[config.mk]
export PLATFORM = sky130hd
export DESIGN_NAME = alu_cmd_dispatch
export DESIGN_NICKNAME = d
export VERILOG_FILES = /design/src/rtl/alu_pkg.sv /design/src/rtl/alu_cmd_fifo.sv /design/src/rtl/alu_cmd_dispatch.sv
export SDC_FILE = /design/constraint.sdc
export NUM_CORES = 1
export LEC_CHECK = 0
export BUFFER_PORTS_ARGS = -buffer_cell sky130_fd_sc_hd__buf_4
export CORE_MARGIN = 8
export CORE_UTILIZATION = 62
export DETAILED_ROUTE_END_ITERATION = 6
export PLACE_DENSITY = 0.95
export SYNTH_ARGS = -nofsm -noshare
export SYNTH_HDL_FRONTEND = slang
export SYNTH_SLANG_ARGS = --single-unit
[constraint.sdc]
create_clock -name CLK_CMP -period 7.1 [get_ports CLK_CMP]
set_input_delay 1.42 -clock CLK_CMP [delete_from_list [all_inputs] [get_ports CLK_CMP]]
set_output_delay 1.42 -clock CLK_CMP [all_outputs]
set_load 0.02 [all_outputs]
[src/rtl/alu_pkg.sv]
// Shared definitions for the ALU command dispatcher: unit codes, compare
// sub-function codes, dispatch FSM states and a one-hot decode helper.
package alu_pkg;

  // Unit select carried in CMD_FUN[3:2]; also drives the downstream output mux.
  typedef enum logic [1:0] {
    UNIT_ARITH = 2'b00,
    UNIT_LOGIC = 2'b01,
    UNIT_CMP   = 2'b10,
    UNIT_SHIFT = 2'b11
  } unit_e;

  // Sub-function codes understood by the compare unit.
  typedef enum logic [1:0] {
    CMP_NOP = 2'b00,
    CMP_EQ  = 2'b01,
    CMP_GT  = 2'b10,
    CMP_LT  = 2'b11
  } cmp_fun_e;

  // Dispatch FSM: wait for a command, pulse the unit enable, flag the result.
  typedef enum logic [1:0] {
    ST_IDLE    = 2'b00,
    ST_ISSUE   = 2'b01,
    ST_CAPTURE = 2'b10
  } disp_state_e;

  // Bit n of the result is set for unit code n (arith, logic, cmp, shift).
  function automatic logic [3:0] unit_onehot(input unit_e unit);
    return 4'b0001 << unit;
  endfunction

endpackage

[src/rtl/alu_cmd_fifo.sv]
// Synchronous command FIFO. Pointers carry one extra wrap bit so that full
// and empty are distinguished without a separate occupancy counter.
module alu_cmd_fifo #(
  parameter int WIDTH = 36,
  parameter int DEPTH = 4
) (
  input  logic             CLK_CMP,
  input  logic             RST_CMP,
  input  logic             push_i,
  input  logic [WIDTH-1:0] wdata_i,
  input  logic             pop_i,
  output logic [WIDTH-1:0] rdata_o,
  output logic             full_o,
  output logic             empty_o
);

  localparam int AW = $clog2(DEPTH);

  logic [WIDTH-1:0] mem_q [DEPTH];
  logic [AW:0]      wr_ptr_q;
  logic [AW:0]      rd_ptr_q;

  assign empty_o = (wr_ptr_q == rd_ptr_q);
  assign full_o  = (wr_ptr_q[AW] != rd_ptr_q[AW]) &&
                   (wr_ptr_q[AW-1:0] == rd_ptr_q[AW-1:0]);
  assign rdata_o = mem_q[rd_ptr_q[AW-1:0]];

  // Pointer update; a push and a pop in the same cycle both take effect.
  always_ff @(posedge CLK_CMP or negedge RST_CMP) begin
    if (!RST_CMP) begin
      wr_ptr_q <= '0;
      rd_ptr_q <= '0;
    end else begin
      if (push_i && !full_o) wr_ptr_q <= wr_ptr_q + 1'b1;
      if (pop_i && !empty_o) rd_ptr_q <= rd_ptr_q + 1'b1;
    end
  end

  // Storage write.
  // NOTE: the array is deliberately left out of reset; the pointers alone
  // define which entries are valid, and a reset-free array maps to plain RAM.
  always_ff @(posedge CLK_CMP) begin
    if (push_i && !full_o) mem_q[wr_ptr_q[AW-1:0]] <= wdata_i;
  end

endmodule

[src/rtl/alu_cmd_dispatch.sv]
// ALU command front end: buffers commands, decodes them into a one-hot unit
// enable plus sub-function, holds operands, and flags the result cycle.
// Optional feature macro: ALU_DISP_STATS_EN builds a 16-bit issue counter
// on ISSUE_CNT; without it ISSUE_CNT is tied to zero.
module alu_cmd_dispatch
  import alu_pkg::*;
#(
  parameter int A_width    = 16,
  parameter int B_width    = 16,
  parameter int FIFO_DEPTH = 4
) (
  input  logic               CLK_CMP,
  input  logic               RST_CMP,
  input  logic               CMD_VALID,
  output logic               CMD_READY,
  input  logic [3:0]         CMD_FUN,
  input  logic [A_width-1:0] CMD_A,
  input  logic [B_width-1:0] CMD_B,
  output logic [A_width-1:0] A_OUT,
  output logic [B_width-1:0] B_OUT,
  output logic [1:0]         ALU_FUN_OUT,
  output logic               ARITH_EN,
  output logic               LOGIC_EN,
  output logic               CMP_EN,
  output logic               SHIFT_EN,
  output logic               RES_VALID,
  output logic [1:0]         RES_SEL,
  output logic               BUSY,
  output logic [15:0]        ISSUE_CNT
);

  localparam int FW = 4 + A_width + B_width;

  logic [FW-1:0]      head;
  logic               fifo_full;
  logic               fifo_empty;
  logic               push;
  logic               pop;
  logic [3:0]         head_fun;
  logic [A_width-1:0] head_a;
  logic [B_width-1:0] head_b;

  disp_state_e        state_q, state_d;
  logic [A_width-1:0] a_q;
  logic [B_width-1:0] b_q;
  logic [1:0]         fun_q;
  unit_e              unit_q;
  logic [3:0]         en_q, en_d;
  logic               res_valid_q;
  logic [1:0]         res_sel_q;
  logic               run_q;

  // run_q keeps CMD_READY low while reset is asserted and until the first edge after it.
  assign CMD_READY = run_q && !fifo_full;
  assign push      = CMD_VALID && CMD_READY;

  alu_cmd_fifo #(
    .WIDTH (FW),
    .DEPTH (FIFO_DEPTH)
  ) u_fifo (
    .CLK_CMP (CLK_CMP),
    .RST_CMP (RST_CMP),
    .push_i  (push),
    .wdata_i ({CMD_FUN, CMD_A, CMD_B}),
    .pop_i   (pop),
    .rdata_o (head),
    .full_o  (fifo_full),
    .empty_o (fifo_empty)
  );

  assign head_fun = head[FW-1 -: 4];
  assign head_a   = head[A_width+B_width-1 -: A_width];
  assign head_b   = head[B_width-1:0];

  // Next-state logic; a pop always coincides with entering ISSUE.
  // NOTE: every signal written here gets a default first so no latch is inferred.
  always_comb begin
    state_d = state_q;
    pop     = 1'b0;
    case (state_q)
      ST_IDLE: begin
        if (!fifo_empty) begin
          pop     = 1'b1;
          state_d = ST_ISSUE;
        end
      end
      ST_ISSUE: state_d = ST_CAPTURE;
      ST_CAPTURE: begin
        if (!fifo_empty) begin
          pop     = 1'b1;
          state_d = ST_ISSUE;
        end else begin
          state_d = ST_IDLE;
        end
      end
      default: state_d = ST_IDLE;
    endcase
    en_d = pop ? unit_onehot(unit_e'(head_fun[3:2])) : 4'b0000;
  end

  // State, enables, result flag and held operands.
  // NOTE: non-blocking assignments keep every flop sampling pre-edge values.
  always_ff @(posedge CLK_CMP or negedge RST_CMP) begin
    if (!RST_CMP) begin
      state_q     <= ST_IDLE;
      run_q       <= 1'b0;
      en_q        <= '0;
      res_valid_q <= 1'b0;
      res_sel_q   <= '0;
      a_q         <= '0;
      b_q         <= '0;
      fun_q       <= '0;
      unit_q      <= UNIT_ARITH;
    end else begin
      state_q     <= state_d;
      run_q       <= 1'b1;
      en_q        <= en_d;
      res_valid_q <= (state_q == ST_ISSUE);
      res_sel_q   <= (state_q == ST_ISSUE) ? unit_q : 2'b00;
      if (pop) begin
        a_q    <= head_a;
        b_q    <= head_b;
        fun_q  <= head_fun[1:0];
        unit_q <= unit_e'(head_fun[3:2]);
      end
    end
  end

  assign A_OUT       = a_q;
  assign B_OUT       = b_q;
  assign ALU_FUN_OUT = fun_q;
  assign ARITH_EN    = en_q[0];
  assign LOGIC_EN    = en_q[1];
  assign CMP_EN      = en_q[2];
  assign SHIFT_EN    = en_q[3];
  assign RES_VALID   = res_valid_q;
  assign RES_SEL     = res_sel_q;
  assign BUSY        = !fifo_empty || (state_q != ST_IDLE);

`ifdef ALU_DISP_STATS_EN
  logic [15:0] issue_cnt_q;

  // Count ISSUE cycles; wraps naturally at 16 bits.
  always_ff @(posedge CLK_CMP or negedge RST_CMP) begin
    if (!RST_CMP) issue_cnt_q <= '0;
    else if (state_q == ST_ISSUE) issue_cnt_q <= issue_cnt_q + 16'd1;
  end

  assign ISSUE_CNT = issue_cnt_q;
`else
  assign ISSUE_CNT = 16'h0000;
`endif

endmodule
==> results of run 1 <==
==> area by class of cell <==
class	count	share of cell area
Sequential cell	196	0.634
Multi-Input combinational cell	123	0.197
Timing Repair Buffer	84	0.0711
Clock buffer	23	0.0550
Tap cell	147	0.0207
Clock inverter	9	0.0196
Inverter	5	0.00211
==> stage by stage <==
step	area [sq um]	setup slack, ns	power, mW	utilization	hold WS (ns)
floorplan	7630	2.19	2.79	-	0.426
CTS	8870	3.50	4.24	0.742	0.462
global route	8870	3.45	4.37	0.742	0.487
detailed placement	8210	3.85	3.14	0.687	0.452
finish	8870	3.52	4.21	0.742	0.459
global placement	8210	3.93	3.08	0.687	0.448
==> layer usage <==
layer / routed length [um] / part of all wire / up-vias
met4: 334 / 0.022 / 0
met3: 1040 / 0.068 / 25
met1: 5720 / 0.37 / 1780
li1: - / - / 1479
met2: 8290 / 0.54 / 176
met5: 0 / 0 / -
==> layout by cell type, fill, tap and decap left out, drive strengths merged, types with 2 or more instances in the layout <==
cell	netlist	routed
a311oi	2	2
a31oi	3	3
and2	5	5
and3b	2	2
buf	25	84
bufinv	0	5
clkbuf	3	23
clkinv	0	2
clkinvlp	0	2
conb	2	17
dfrtp	52	52
edfxtp	144	144
ha	5	5
inv	5	5
mux2	38	38
mux4	36	36
nor2b	2	2
xnor2	4	4
xor2	4	4
==> registers in the layout, summed over array words and instances (netlist names) <==
signal           cells
state_q              2
run_q                1
unit_q               2
RES_VALID            1
u_fifo.wr_ptr_q      3
RES_SEL              2
ALU_FUN_OUT          2
en_q                 4
u_fifo.mem_q       144
u_fifo.rd_ptr_q      3
A_OUT               16
B_OUT               16
==> final timing paths <==
| check | from | endpoint | slack (ns) | cells past startpoint |
|---|---|---|---|---|
| setup / recovery | u_fifo.rd_ptr_q[1] | CMD_READY | 3.52 | 3 |
| max in group asynchronous | RST_CMP | u_fifo.rd_ptr_q[1] | 5.57 | 1 |
| setup reg to reg | u_fifo.rd_ptr_q[1] | u_fifo.mem_q[2][14] | 4.01 | 3 |
| hold / removal | state_q[1] | state_q[1] | 0.46 | 1 |
| hold reg to reg | state_q[1] | state_q[1] | 0.46 | 1 |
| min in group asynchronous | RST_CMP | RES_SEL[1] | 1.04 | 1 |
==> power breakdown <==
part / internal, mW / leakage, nW / switching (mW)
clock: 0.662 / 0.317 / 0.393
sequential: 1.50 / 1.92 / 0.186
combinational: 0.772 / 1.15 / 0.695
==> logic make-up (layout without fill, tap and decap cells) <==
| group | count (synthesis) | count (layout) |
|---|---|---|
| flip-flops | 196 | 196 |
| multiplexers | 74 | 74 |
| buffers and inverters | 33 | 121 |
| AND/OR/NAND/NOR | 14 | 14 |
| XOR/XNOR | 8 | 8 |
| adder cells (fa/ha/maj) | 5 | 5 |
| AO/OA/AOI/OAI | 5 | 5 |
| other | 2 | 17 |
==> metrics.md, run 1 <==
| Metric | Value |
|---|---|
| Status | complete, no violations |
| Worst path slowest cell | dfrtp_2 |
| Max cap viols | 0 |
| DRC viols | 0 |
| Synthesis Warnings | 0 |
| Final critical-path share of the clock period | 0.505 |
| Seq cells post-synth | roughly 200 |
| Cell Area, Synth | 7580 sq um |
| PwrDens | 474 nW/um^2 |
| Cell taking the most area after synthesis | edfxtp_1 |
| Final net count | approximately 470 |
| Worst Hold Class | reg2reg |
| CP Capture Type | output pin |
| Synth Area in Simple Gates | 0.0124 |
| Clock Skew | 0.0115 ns |
| Die Height | 127 um |
| Leakage power | roughly 3.4 nW |
| Routed wire length | 15400 um |
| Detail Placement HPWL | 8610 um |
| Largest family of logic cells by synthesized area | multiplexers |
| CTS clk-pin slew, worst paths | approximately 0.070 ns |
| Final Hold Viols | 0 |
| RSZ-0062 raised after global routing | false |
| GRT Overall Usage | 0.199 |
| ANT cells | 0 |
| Most used DFF post-synth | edfxtp_1 |
| Post-cts sizing count | 0 |
| Syn Inst Count | 337 |
| Clock buffer depth | 2 |
| Vias per Instance | ~5.9 |
| Met1 Resource Use GR | 0.234 |
| Vias in the first global route | 3793 |
| Max stage delay on crit path | 1.03 ns |
| CTS sink cnt | 196 |
| Postcts setup bufs | 0 |
| Post-synthesis adder-cell area fraction | 0.00826 |
| Global routing usage on met2 | 0.347 |
| Critical path buffers and inverters | 1 |
| Area delta synth->final | 17.1% |
| Mux contribution to synthesized area | 0.180 |
| IO buf count | 81 |
| Top-count cell post-synth | edfxtp_1 |
| Initial antenna violation count | 0 |
| TritonCTS buffer count | 17 |
| Final setup viols | 0 |
| Routed Antenna Nets | 0 |
| Critical path class | reg2out |
| Least-Margin Pin Slew | 1.02 ns |
| Top area cells in the synthesized netlist | edfxtp_1 57%, dfrtp_1 17%, mux4_2 11%, mux2_4 6.7%, buf_4 1.7% |
| Worst-path cell chain | xnor2_2, a31oi_1, buf_4 |
| Worst-Skew Late Latency | 0.42 ns |
| Sum Neg Setup Slack | 0 ns |
| Post-synthesis cell type count | 27 |
| Row Count | 40 |
| Fraction of registers with async set/reset | 0.265 |
| Total gr overflow | 0 |
| Area of the multi-input gates | approximately 1800 sq um |
| Synth Area in Compound Gates | 0.00677 |
| First-pass GRT wire length | roughly 23000 um |
| Routability cong. | 0.738 |
| Xor/xnor share of the synthesized area | 0.0122 |
| Initial DRC Count | around 300 |
| Fillers | 629 |
| Slew Viols, Final | 0 |
| EDFF count, synth | 144 |
| Nature of the critical path startpoint | flip-flop |
| Cts-stage hold buffer count | 0 |
| Worst EP required | 5.68 ns |
| Starting Density | 0.633 |
| IO Count | 98 |
| Post-route minimum period | approximately 3.6 ns |
| Met3 Use GR | 0.0478 |
| Crit path DAT | 2.16 ns |
| Mean Syn Cell Area | about 22 sq um |
| Seq. cell area | 5630 sq um |
| Via Count | 3460 |
| Die area | 16000 sq um |
| Layout cells sized above 1 | 0.450 |
| Wire length per cell | 26.2 um |
| Crit path max fanout | 39 |
| DR pass1 iterations | 4 |
| Largest net degree at the start of global routing | 53 |
| H-tree levels | 4 |
| Slew headroom | 0.320 |
| CTS tree | built |
| Die Width | 127 um |
| Core footprint | 12000 sq um |
| Final std cells w/o fill | approximately 590 |
| GRT busiest layer | met2 |
| Post-synth top cells | 144 x edfxtp_1, 52 x dfrtp_1, 36 x mux4_2 |
| Root Buffer | clkbuf_16 |
| Peak supply drop | 255 uV |
| Yosys top cell area share | 0.571 |
| Family with the most delay on the worst path | flip-flops |
| DP Cell Count | 555 |
| Post-synthesis sequential area ratio | 0.742 |
| Peak Freq | roughly 0.28 GHz |
(Power assumes the default switching activity.)
==> run 2, diff against run 1 <==
- CORE_UTILIZATION: 62 -> 57
- PLACE_DENSITY: 0.95 -> 0.89
- clock period: 7.1 -> 3.5 ns (I/O delays scaled with it)
==> run 2 against run 1 <==
Compared with the run above:
- largest cell class unchanged
- cell count is 5.3% higher
- combinational power is 100% higher
- global-route usage is 3.7 points lower
- highest routed layer unchanged
- first-iteration DRC count is 39% lower
==> metrics.md, run 2 (synthesis results as in run 1) <==
| Metric | Value |
|---|---|
| Status | complete, no violations |
| DR pass1 iterations | 4 |
| Largest register FFs | 144 |
| IO Count | 98 |
| Initial DRC Count | 186 |
| CTS sink cnt | 196 |
| Die Width | 131 um |
| Die area | 17200 sq um |
| Routed Antenna Nets | 0 |
| TritonCTS buffer count | 17 |
| Switch Pwr | 2.46 mW |
| Vias in the first global route | 3664 |
| Layout cells sized above 1 | 0.452 |
| Max stage delay on crit path | roughly 0.84 ns |
| Slew Viols, Final | 0 |
| Final Hold Viols | 0 |
| Critical path class | reg2reg |
| Die Height | 131 um |
| Hold WS | between 0.3 and 0.4 ns |
| Slew headroom | 0.371 |
| Routability cong. | 0.687 |
| Fillers | 829 |
| CTS tree | built |
| Wire length per cell | 21.5 um |
| ANT cells | 0 |
| Seq. cell area | 5630 sq um |
| RSZ-0062 raised after global routing | false |
| Cts-stage hold buffer count | 0 |
| Worst Hold Class | in2async |
| Max cap viols | 0 |
| First-pass GRT wire length | approximately 21000 um |
| Family with the most delay on the worst path | simple AND/OR/NAND/NOR gates |
| Clock Skew | between 0.01 and 0.015 ns |
| Post-cts sizing count | 0 |
| Leakage power | 3.36 nW |
| Crit path max fanout | 36 |
| Peak supply drop | 555 uV |
| PwrDens | 922 nW/um^2 |
| Row Count | 42 |
| IO buf count | 81 |
| Final net count | 473 |
| Postcts setup bufs | 0 |
| Post-route minimum period | 2.40 ns |
| Area of the multi-input gates | 1750 sq um |
| Crit path DAT | 2.45 ns |
| Sw Ratio | 0.303 |
| Worst-Skew Late Latency | ~0.43 ns |
| Vias per Instance | 5.36 |
| Area delta synth->final | 16.5% |
| Final setup viols | 0 |
| CTS clk-pin slew, worst paths | 0.07 ns |
| Worst EP required | 3.55 ns |
| Nature of the critical path startpoint | flip-flop |
| Combinational share of power | 0.366 |
| Final critical-path share of the clock period | 0.686 |
| CP Capture Type | flip-flop |
| DRC viols | 0 |
| Commonest non-fill, non-tap cell in the layout | edfxtp_1 |
| Flop pwr share | 0.406 |
| Starting Density | 0.577 |
| Critical path buffers and inverters | 0 |
| H-tree levels | 4 |
| Largest net degree at the start of global routing | 53 |
| Clock Power Share | 0.228 |
| Clock buffer depth | 2 |
| Initial antenna violation count | 0 |
| Detail Placement HPWL | around 7900 um |
| Most frequent cells in the layout | 144 x edfxtp_1, 86 x buf_4, 50 x dfrtp_1, 36 x mux4_2, 34 x mux2_4 |
| Pint | 5.67 mW |
| Least-Margin Pin Slew | 0.944 ns |
| Total gr overflow | 0 |
| Via Count | 3310 |
| Root Buffer | clkbuf_16 |
| Worst-path cell chain | xnor2_2, a31oi_1, and2_2 |
| Fin util | 0.672 |
| Peak Freq | 0.416 GHz |
| Sum Neg Setup Slack | 0 ns |
| Worst path slowest cell | and2_2 |
| GRT Overall Usage | 0.161 |
| Core footprint | between 10000 and 15000 sq um |
| Routed wire length | 13300 um |
==> run 2: cell count changes in the layout (fill, tap and decap cells not counted), sizes merged <==
cell      before  now
buf           84   86
bufinv         5    2
clkbuf        23   21
clkinv         2    8
clkinvlp       2    1
==> run 2: power by group through the flow <==
stage / clock network [mW] / registers (mW) / logic, mW
4_1_cts: 1.88 / 3.31 / 3.04
3_5_place_dp: 0 / 3.35 / 3.01
3_3_place_gp: 0 / 3.31 / 2.95
5_1_grt: 1.96 / 3.36 / 3.20
2_1_floorplan: 0 / 3.59 / 2.07
6_report: 1.85 / 3.30 / 2.98
==> run 2: worst reg2reg max path, stage by stage (launching register included) <==
cell and delay [ns]:
dfrtp_1 0.45, xnor2_2 0.25, a31oi_1 0.44, and2_2 0.84
==> run 2: worst paths after layout <==
check                              startpoint                   to  slack [ns]  cells after the start
setup / recovery           u_fifo.wr_ptr_q[1]  u_fifo.mem_q[0][30]        1.10                      3
hold / removal                        RST_CMP            RES_VALID        0.33                      1
setup reg to reg           u_fifo.wr_ptr_q[1]  u_fifo.mem_q[0][30]        1.10                      3
hold reg to reg                    state_q[1]           state_q[1]        0.47                      1
max in group asynchronous             RST_CMP   u_fifo.rd_ptr_q[0]        2.68                      1
min in group CLK_CMP               state_q[1]           state_q[1]        0.47                      1
==> run 2: layout make-up <==
type,count,area share
clock inverters,11,0.0126
multi-input cells,123,0.198
inverters,5,0.00213
flip-flops and latches,196,0.638
clock buffers,21,0.0510
well taps,176,0.0250
repair buffers,86,0.0732
==> run 2: per-layer routing <==
metal / share of wire / vias up / track usage / wire length (um)
met4: 0.013 / 0 / 0.0606 / 175
met3: 0.048 / 15 / 0.0541 / 636
met5: 0 / - / 0 / 0
met1: 0.43 / 1713 / 0.201 / 5710
met2: 0.51 / 101 / 0.259 / 6770
li1: - / 1481 / - / -
==> run 2: through the flow <==
step           instance area (sq um)  worst slack (ns)  power (mW)  instances
3_3_place_gp                    8260             0.992        6.26        586
5_1_grt                         8830             0.892        8.51        618
2_1_floorplan                   7640             0.606        5.66        352
3_5_place_dp                    8260             0.961        6.36        586
4_1_cts                         8830              1.06        8.23        618
6_report                        8830              1.10        8.14        618
==> run 3, diff against run 2 <==
- CORE_UTILIZATION: 57 -> 52
- PLACE_DENSITY: 0.89 -> 0.86
- clock period: 3.5 -> 2.19 ns (I/O delays scaled with it)
==> run 3 against run 2 <==
Compared with the run above:
- cell count is 2.6% higher
- largest power group unchanged
- sequential share of layout area is 1.3 points lower
- sequential cell count stayed put
- critical endpoint is now CMD_READY
- critical path depth stayed put
- die area is 8.4% higher
==> metrics.md, run 3 (synthesis results as in run 1) <==
| Metric | Value |
|---|---|
| Status | complete, no violations |
| Root Buffer | clkbuf_16 |
| Area delta synth->final | 19.0% |
| CTS sink cnt | 196 |
| Detail Placement HPWL | between 8000 and 9000 um |
| Commonest non-fill, non-tap cell in the layout | edfxtp_1 |
| First-pass GRT wire length | 22000 um |
| Worst EP required | 1.75 ns |
| Clock buffer depth | 2 |
| IO buf count | 81 |
| Final critical-path share of the clock period | 0.955 |
| Starting Density | 0.527 |
| PwrDens | 1490 nW/um^2 |
| Max cap viols | 0 |
| Worst path slowest cell | dfrtp_1 |
| Critical path class | reg2out |
| Final setup viols | 0 |
| Peak Freq | 0.478 GHz |
| Total power | 13.5 mW |
| Worst Hold Class | in2async |
| Routed wire length | about 14000 um |
| Initial antenna violation count | 0 |
| Met2 WL | ~7400 um |
| Die area | roughly 19000 sq um |
| CTS clk-pin slew, worst paths | approximately 0.07 ns |
| Initial DRC Count | 289 |
| Clock Skew | ~0.0094 ns |
| Dpl ws | roughly 0.27 ns |
| Top Layer Used | met4 |
| Worst-path cell chain | xnor2_4, a31oi_1, buf_4 |
| Slew headroom | 0.527 |
| Crit path DAT | 1.65 ns |
| Wire length per cell | 22.7 um |
| Routability cong. | 0.733 |
| Largest net degree at the start of global routing | 53 |
| Routed Antenna Nets | 0 |
| Dpl cell area | 8420 sq um |
| Hold WS | 0.0610 ns |
| Core footprint | 14400 sq um |
| R2r setup slk | 0.22 ns |
| Die Height | around 140 um |
| Total gr overflow | 0 |
| Final net count | 481 |
| Final Hold Viols | 0 |
| Fillers | 943 |
| WL met1 | around 6000 um |
| Met3 wire len | 938 um |
| H-tree levels | 4 |
| Largest register FFs | ~140 |
| Die Width | around 140 um |
| Family with the most delay on the worst path | flip-flops |
| Via Count | approximately 3400 |
| CP Capture Type | output pin |
| Row Count | between 40 and 50 |
| DR pass1 iterations | 4 |
| DRC viols | 0 |
| Least-Margin Pin Slew | 0.710 ns |
| TritonCTS buffer count | 17 |
| GRT Overall Usage | 0.163 |
| ANT cells | 0 |
| Sum Neg Setup Slack | 0 ns |
| Max stage delay on crit path | between 0.4 and 0.5 ns |
| Vias per Instance | 5.40 |
| Peak supply drop | 825 uV |
| Postcts setup bufs | 0 |
| Nature of the critical path startpoint | flip-flop |
| Crit path max fanout | 6 |
| IO Count | roughly 100 |
| Leakage power | about 3.4 nW |
| Worst-Skew Late Latency | 0.43 ns |
| CTS tree | built |
| PnR worst setup slack | between 0.09 and 0.1 ns |
| Critical path buffers and inverters | 1 |
| Most frequent cells in the layout | 144 x edfxtp_1, 89 x buf_4, 47 x dfrtp_1, 36 x mux4_2, 34 x mux2_4 |
| Design Area, Final | around 9000 sq um |
| Layout cells sized above 1 | 0.464 |
| RSZ-0062 raised after global routing | false |
| Post-route minimum period | 2.09 ns |
| Vias in the first global route | 3775 |
| Slew Viols, Final | 0 |
-- run 3: cell types whose count changed in the layout (fill, tap and decap cells not counted), sizes merged --
| cell | before | now |
|---|---|---|
| buf | 86 | 94 |
| bufinv | 2 | 3 |
| clkbuf | 21 | 18 |
| clkinv | 8 | 9 |
| clkinvlp | 1 | 0 |
| inv | 5 | 7 |
-- run 3: path summary, 6_finish.rpt --
path                                     from                  to  cells past startpoint
hold / removal                        RST_CMP           unit_q[1]                      1
min in group CLK_CMP                 CMD_B[2]  u_fifo.mem_q[3][2]                      1
setup reg to reg           u_fifo.wr_ptr_q[1]  u_fifo.mem_q[0][0]                      4
max in group asynchronous             RST_CMP  u_fifo.rd_ptr_q[0]                      1
setup / recovery           u_fifo.wr_ptr_q[0]           CMD_READY                      3
hold reg to reg                    state_q[1]          state_q[1]                      1
-- run 3: timing repair --
item,4_1_cts,5_1_grt
hold endpoints to repair,0,0
hold buffers,0,0
setup endpoints to repair,0,2
gates resized for setup,0,1
-- run 3: layout make-up --
cell class	instances	area [sq um]	area share
inverters	5	18.8	0.00208
clock inverters	14	158	0.0175
multi-input cells	123	1780	0.198
repair buffers	94	768	0.0852
flip-flops and latches	196	5630	0.625
clock buffers	18	429	0.0476
well taps	184	230	0.0255
-- run 3: power by group --
part / internal [mW] / switching [mW]
registers: 4.87 / 0.481
logic: 2.69 / 2.36
clock network: 1.79 / 1.29
total: 9.34 / 4.13
-- run 3: stage by stage --
step / util / cells
2_1_floorplan: - / 352
3_3_place_gp: 0.586 / 602
3_5_place_dp: 0.586 / 602
4_1_cts: 0.627 / 634
5_1_grt: 0.628 / 634
6_report: 0.628 / 634
-- run 3: routing by layer --
| metal | vias to the layer above | GRT usage |
|---|---|---|
| li1 | 1491 | - |
| met1 | 1798 | 0.201 |
| met2 | 118 | 0.267 |
| met3 | 15 | 0.0562 |
| met4 | 0 | 0.0513 |
| met5 | - | 0 |
